`config.mk`:
```
export PLATFORM = sky130hd
export DESIGN_NAME = alu_op_controller
export DESIGN_NICKNAME = d
export VERILOG_FILES = /design/src/rtl/alu_op_controller.sv
export SDC_FILE = /design/constraint.sdc
export NUM_CORES = 1
export LEC_CHECK = 0
export CAP_MARGIN = 20
export CORE_MARGIN = 10
export CORE_UTILIZATION = 48
export DETAILED_ROUTE_END_ITERATION = 12
export PLACE_DENSITY = 0.79
export SYNTH_ARGS = -nofsm -noshare
export SYNTH_HDL_FRONTEND = slang
export SYNTH_SLANG_ARGS = --single-unit
```
`constraint.sdc`:
```
create_clock -name clk -period 1.85 [get_ports clk]
set_clock_uncertainty 0.15 [all_clocks]
set_input_delay 0.37 -clock clk [delete_from_list [all_inputs] [get_ports clk]]
set_output_delay 0.37 -clock clk [all_outputs]
set_load 0.05 [all_outputs]
```
`src/rtl/alu_op_controller.sv`:
```
// Front-panel controller: debounced mode/start buttons drive a one-at-a-time ALU request and result capture.
// Latency: start press -> op_valid after 2 cycles (LATCH, ISSUE); result visible one cycle after res_valid.
// Backpressure: op_valid holds with A/B/mode stable until op_ready; button events outside IDLE are dropped.
module alu_op_controller #(
    parameter int N         = 4,
    parameter int NUM_MODES = 10,
    parameter int DEBOUNCE  = 4,
    parameter int TIMEOUT   = 16
) (
    input  logic         clk,
    input  logic         reset,
    input  logic         selector,
    input  logic         start,
    input  logic [N-1:0] A_sw,
    input  logic [N-1:0] B_sw,
    output logic [3:0]   mode,
    output logic [N-1:0] A,
    output logic [N-1:0] B,
    output logic         op_valid,
    input  logic         op_ready,
    input  logic         res_valid,
    input  logic [N-1:0] res_data,
    input  logic [3:0]   res_flags,
    output logic [N-1:0] result,
    output logic [3:0]   flags,
    output logic         busy,
    output logic         timeout_err,
    output logic [7:0]   op_count
);
    localparam int DBW = (DEBOUNCE > 1) ? $clog2(DEBOUNCE) : 1;
    localparam int TW  = (TIMEOUT > 1) ? $clog2(TIMEOUT) : 1;

    typedef enum logic [2:0] {S_IDLE, S_LATCH, S_ISSUE, S_WAIT, S_SHOW} state_t;

    // Button lanes: bit 0 = selector, bit 1 = start.
    logic [1:0]          sync1_q, sync1_d, sync2_q, sync2_d;
    logic [1:0]          db_q, db_d, ev_q, ev_d;
    logic [1:0][DBW-1:0] dbc_q, dbc_d;

    state_t         state_q, state_d;
    logic [3:0]     mode_q, mode_d;
    logic [N-1:0]   a_q, a_d, b_q, b_d, result_q, result_d;
    logic [3:0]     flags_q, flags_d;
    logic           err_q, err_d;
    logic [7:0]     cnt_q, cnt_d;
    logic [TW-1:0]  tmr_q, tmr_d;

    logic sel_ev, st_ev;

    always_comb begin
        sync1_d = {start, selector};
        sync2_d = sync1_q;
        db_d    = db_q;
        dbc_d   = dbc_q;
        ev_d    = '0;
        for (int i = 0; i < 2; i++) begin
            if (sync2_q[i] == db_q[i]) begin
                dbc_d[i] = '0;
            end else if (dbc_q[i] == DBW'(DEBOUNCE - 1)) begin
                // Level accepted: a released->pressed flip is the one press event.
                dbc_d[i] = '0;
                db_d[i]  = sync2_q[i];
                ev_d[i]  = db_q[i];
            end else begin
                dbc_d[i] = dbc_q[i] + DBW'(1);
            end
        end
    end

    assign sel_ev = ev_q[0];
    assign st_ev  = ev_q[1];

    always_ff @(posedge clk or negedge reset) begin
        if (!reset) begin
            sync1_q <= 2'b11;
            sync2_q <= 2'b11;
            db_q    <= 2'b11;
            dbc_q   <= '0;
            ev_q    <= '0;
        end else begin
            sync1_q <= sync1_d;
            sync2_q <= sync2_d;
            db_q    <= db_d;
            dbc_q   <= dbc_d;
            ev_q    <= ev_d;
        end
    end

    always_comb begin
        state_d  = state_q;
        mode_d   = mode_q;
        a_d      = a_q;
        b_d      = b_q;
        result_d = result_q;
        flags_d  = flags_q;
        err_d    = err_q;
        cnt_d    = cnt_q;
        tmr_d    = tmr_q;
        case (state_q)
            S_IDLE: begin
                if (st_ev) begin
                    err_d   = 1'b0;
                    state_d = S_LATCH;
                end else if (sel_ev) begin
                    mode_d = (mode_q == 4'(NUM_MODES - 1)) ? 4'd0 : mode_q + 4'd1;
                end
            end
            S_LATCH: begin
                a_d     = A_sw;
                b_d     = B_sw;
                state_d = S_ISSUE;
            end
            S_ISSUE: begin
                if (op_ready) begin
                    tmr_d   = '0;
                    state_d = S_WAIT;
                end
            end
            S_WAIT: begin
                // A result arriving in the final timer cycle still beats the abort.
                if (res_valid) begin
                    result_d = res_data;
                    flags_d  = res_flags;
                    state_d  = S_SHOW;
                end else if (tmr_q == TW'(TIMEOUT - 1)) begin
                    err_d   = 1'b1;
                    state_d = S_IDLE;
                end else begin
                    tmr_d = tmr_q + TW'(1);
                end
            end
            S_SHOW: begin
                cnt_d   = cnt_q + 8'd1;
                state_d = S_IDLE;
            end
            default: state_d = S_IDLE;
        endcase
    end

    always_ff @(posedge clk or negedge reset) begin
        if (!reset) begin
            state_q  <= S_IDLE;
            mode_q   <= '0;
            a_q      <= '0;
            b_q      <= '0;
            result_q <= '0;
            flags_q  <= '0;
            err_q    <= 1'b0;
            cnt_q    <= '0;
            tmr_q    <= '0;
        end else begin
            state_q  <= state_d;
            mode_q   <= mode_d;
            a_q      <= a_d;
            b_q      <= b_d;
            result_q <= result_d;
            flags_q  <= flags_d;
            err_q    <= err_d;
            cnt_q    <= cnt_d;
            tmr_q    <= tmr_d;
        end
    end

    assign mode        = mode_q;
    assign A           = a_q;
    assign B           = b_q;
    assign result      = result_q;
    assign flags       = flags_q;
    assign timeout_err = err_q;
    assign op_count    = cnt_q;
    assign op_valid    = (state_q == S_ISSUE);
    assign busy        = (state_q != S_IDLE);

endmodule

```
# ---- Yosys cells after proc, flatten, opt, wreduce, memory -nomap -nowiden
# Index checks and enable logic that the tools add are counted.
dict set report totals {
  register_bits 48
  inputBits 22
  wordCells 73
}
dict set report op_classes {
  bitwise_logic 3
  eq_ne 16
  addsub 5
  n_mux 22
  reduce_logical 11
}
# op count
set op_table {}
lappend op_table {{4-bit two-way mux} 4}
lappend op_table {{3-bit two-way mux} 4}
lappend op_table {{3-bit one-hot mux with 4 select lines} 1}
lappend op_table {{4-bit by 1-bit adder with 4-bit output (second input constant)} 2}
lappend op_table {{8-bit by 1-bit adder with 8-bit output (second input constant)} 1}
lappend op_table {{4-bit equality test (second input constant)} 2}
lappend op_table {{2-bit two-way mux} 4}
lappend op_table {{2-bit inequality test (second input constant)} 4}
lappend op_table {{4-bit one-hot mux with 2 select lines} 1}
lappend op_table {{4-bit AND reduction} 2}
lappend op_table {{1-bit two-way mux} 7}
lappend op_table {{3-bit by 2-bit equality test with 1-bit output (second input constant)} 2}
lappend op_table {{2-bit AND reduction} 3}
lappend op_table {{3-bit AND reduction} 2}
lappend op_table {{2-bit by 1-bit adder with 2-bit output (second input constant)} 2}
lappend op_table {{2-bit equality test (second input constant)} 2}
lappend op_table {{2-bit nonzero test} 2}
lappend op_table {{3-bit by 1-bit equality test with 1-bit output (second input constant)} 1}
lappend op_table {{3-bit equality test (second input constant)} 1}
lappend op_table {{3-bit logical NOT} 1}
lappend op_table {{3-bit inequality test (second input constant)} 1}
lappend op_table {{1-bit NOT} 3}
lappend op_table {{3-bit nonzero test} 1}
lappend op_table {{1-bit equality test} 2}
lappend op_table {{other kinds (2)} 2}

# ---- Logic depth before layout (Yosys ltp)
dict set report logic_depth {
  word_depth 4
  ltp_mapped 4
  depth_no_buf 4
}

# ---- Worst setup path before layout
# Ideal clock, no wire load.
dict set report synth_timing {
  path_kind {register to output}
  start {register state_q[2]}
  end {output port op_valid}
  setup_slack_ns -0.174
  path_stages_with_launch 4
  arrival_time_ns 1.504
  t_required_ns 1.330
  path_buffers 1
  path_cell_list {dfrtp_1 -> buf_2 -> and2b_1 -> nor2b_1}
}
dict set report synth_between {
  elab_chain_cells 1
}
# item line_no
set synth_rtl {}
lappend synth_rtl {{start: declaration} 40} ;# state_t state_q, state_d;
lappend synth_rtl {{start signal: assignment} 152} ;# state_q <= state_d;
lappend synth_rtl {{3-bit by 2-bit equality test with 1-bit output} 171} ;# assign op_valid = (state_q == S_ISSUE);
lappend synth_rtl {{end: declaration} 19} ;# output logic op_valid,
# No other way between the ends.

# ---- Worst setup path in the final report
# Ends and elaborated chain as after synthesis.

==> impl_metrics.json <==
{
  "grt_start_max_net_pins": 49,
  "max_slew_margin_pct": 70.2,
  "clockBufferDepth": 2,
  "dp_cells": 257,
  "synthFlopType": "dfrtp_1",
  "fin_crit_sh_pct": 98.2,
  "hold_path_class": "reg2reg",
  "critical_path.max_fanout": 4,
  "antenna_left": 0,
  "die-area_um2": 7280,
  "syn_area_per_cell_um2": 13.6,
  "fin_area_um2": 2870,
  "top_usage_layer": "met2",
  "antenna_found_initial": 0,
  "final_util_pct": 70.7,
  "syn_nets": 177,
  "drt-pass1-iter-count": 6,
  "placed_area_um2": 2670,
  "whs_path_depth": 0,
  "synth_edf_count": 0,
  "num_vias": 1412,
  "async_flop_share_pct": 100,
  "drt_wl_total_um": 4650,
  "status": "complete, no violations",
  "grt_use_met3_pct": 4.59,
  "dpl.hpwl_um": 3490,
  "p_leak_nw": 1.32,
  "netlist-cell-type-count": 34,
  "num_rows": 23,
  "synthToLayoutAreaGrowth_pct": 40.2,
  "final.fill_count": 277,
  "drive_gt1_share_pct": 38.8,
  "cts-root-buf": "clkbuf_8",
  "drt_iter0_drc": 57,
  "grt.overflow.total": 0,
  "die_h_um": 85.3,
  "critPathLaunchType": "flop",
  "cts_tree": "done",
  "critPathKind": "reg2out",
  "gp_congestion": 0.820,
  "worstPathArrival_ps": 1300,
  "initial_utilization_pct": 50.4,
  "power.density_nw_per_um2": 1770,
  "routed_via_density": 5.25,
  "max_cap_viol_count": 0,
  "grt_pass1_vias": 1532,
  "cts_max_level": 2,
  "numClockSinks": 48,
  "grtUsageMet2_pct": 22.7,
  "grt_pass1_wl_um": 7780,
  "diodes": 0,
  "most-common-layout-cells": "39 x dfrtp_1, 34 x buf_4, 20 x mux2_2, 20 x clkdlybuf4s50_1, 10 x xnor2_1",
  "worstSkewPairLatency_ps": 300,
  "slew_viol_final": 0,
  "synthCells": 151,
  "ios": 53,
  "worstPathRequired_ps": 1330,
  "globalRouteTotalUtil_pct": 13.0,
  "reg2regPathDepth": 5,
  "nets": 244,
  "core_area_um2": 4060,
  "path_clk_slew_ps": 90,
  "fmax_mhz": 551,
  "final_common_cell": "dfrtp_1",
  "io_buffer_count": 52,
  "worst_pin_slew_ps": 447,
  "setup.worst_path.end_class": "output port",
  "die_x_um": 85.3,
  "hold_violations": 0,
  "wire_per_inst_um": 17.3,
  "setup_viol": 0,
  "period_needed_ps": 1820,
  "grtUsageMet1_pct": 14.6,
  "ys_seq_area_share_pct": 59.0,
  "route.detailed.drc": 0,
  "peakVddDrop_mv": 1.14,
  "stdcell_count": 269,
  "numCtsBuffers": 5,
  "netlist_area_um2": 2050,
  "rsz0062_at_grt": "yes",
  "yosys_warnings": 0,
  "ys_seq_elements": 48
}
what timing repair did:
action                     in CTS  in global routing
buffers inserted                1                  2
cloned                          0                  0
hold buffers                    1                  0
setup endpoints to repair       2                  2
gates resized for setup         3                  1
pin swaps                       1                  0
hold endpoints to repair       42                  0
stage by stage:
step | hold WS, ps | setup TNS, ps | setup WS, ps | power [mW]
2_1_floorplan | -75.6 | 0 | 72.8 | 3.19
3_3_place_gp | 203 | 0 | 55.9 | 3.93
6_report | 211 | 0 | 34.1 | 5.07
4_1_cts | 212 | -48.7 | -48.7 | 5.08
3_5_place_dp | 202 | 0 | 26.6 | 4.02
5_1_grt | 213 | -11.7 | -11.7 | 5.31
logic make-up after synthesis:
group	Yosys count	share of synthesized area (%)
DFF	48	59.0
and+or+nand+nor	42	14.6
muxes	21	11.5
AOI/OAI and AO/OA	16	5.62
xor gates and xnor gates	11	4.71
buffers and inverters	9	2.08
adders and majority gates	4	2.45
cell usage after synthesis, drive strengths merged (2+ instances only):
| cell type | count | area [µm²] |
|---|---|---|
| dfrtp | 42 | 1050 |
| mux2 | 20 | 225 |
| xnor2 | 10 | 87.6 |
| dfstp | 6 | 158 |
| inv | 6 | 22.5 |
| nand2 | 6 | 22.5 |
| nand3 | 6 | 42.5 |
| nor2b | 6 | 37.5 |
| a21oi | 5 | 25.0 |
| nand4 | 5 | 31.3 |
| ha | 4 | 50.1 |
| nor3 | 4 | 31.3 |
| o211ai | 4 | 30.0 |
| and3 | 3 | 18.8 |
| buf | 3 | 20.0 |
| nor2 | 3 | 11.3 |
| and3b | 2 | 17.5 |
| nand4bb | 2 | 22.5 |
| nor3b | 2 | 37.5 |
report_power, final:
group	internal, mW	switching [mW]	total [mW]
clock	0.676	0.353	1.03
sequential	1.41	0.293	1.70
combinational	0.947	1.39	2.34
total	3.03	2.04	5.07
metal layers:
layer | up-vias | part of all wire (%)
met5 | - | 0
met3 | 4 | 5.3
met2 | 36 | 52
met1 | 700 | 42
met4 | 0 | 0.75
li1 | 672 | -
flip-flops by register name, summed over array words and instances (netlist names):
register / count
db_q: 2
op_count: 8
sync2_q: 2
B: 4
timeout_err: 1
flags: 4
state_q: 3
sync1_q: 2
ev_q: 2
tmr_q: 4
mode: 4
dbc_q: 4
A: 4
result: 4
worst max-delay path, cell delays in order (launching register included):
cell and delay [ps]:
dfrtp_2 450, and2b_1 230, nor2b_4 180, buf_12 150
layout make-up:
cell class / count / area, µm² / area share [%]
Sequential cell: 48 / 1210 / 42.2
Multi-Input combinational cell: 94 / 803 / 28.0
Timing Repair Buffer: 63 / 611 / 21.3
Clock inverter: 3 / 90.1 / 3.14
Clock buffer: 5 / 68.8 / 2.40
Tap cell: 50 / 62.6 / 2.18
Inverter: 6 / 22.5 / 0.785
final timing paths:
check,start,end,slack (ps)
worst min-delay path,sync1_q[1],sync2_q[1],210
min in group asynchronous,reset,flags[1],410
worst max register to register,state_q[1],result[2],150
max in group asynchronous,reset,db_q[0],840
worst max-delay path,state_q[2],op_valid,30
worst min register to register,sync1_q[1],sync2_q[1],210
(Power assumes the default switching activity.)
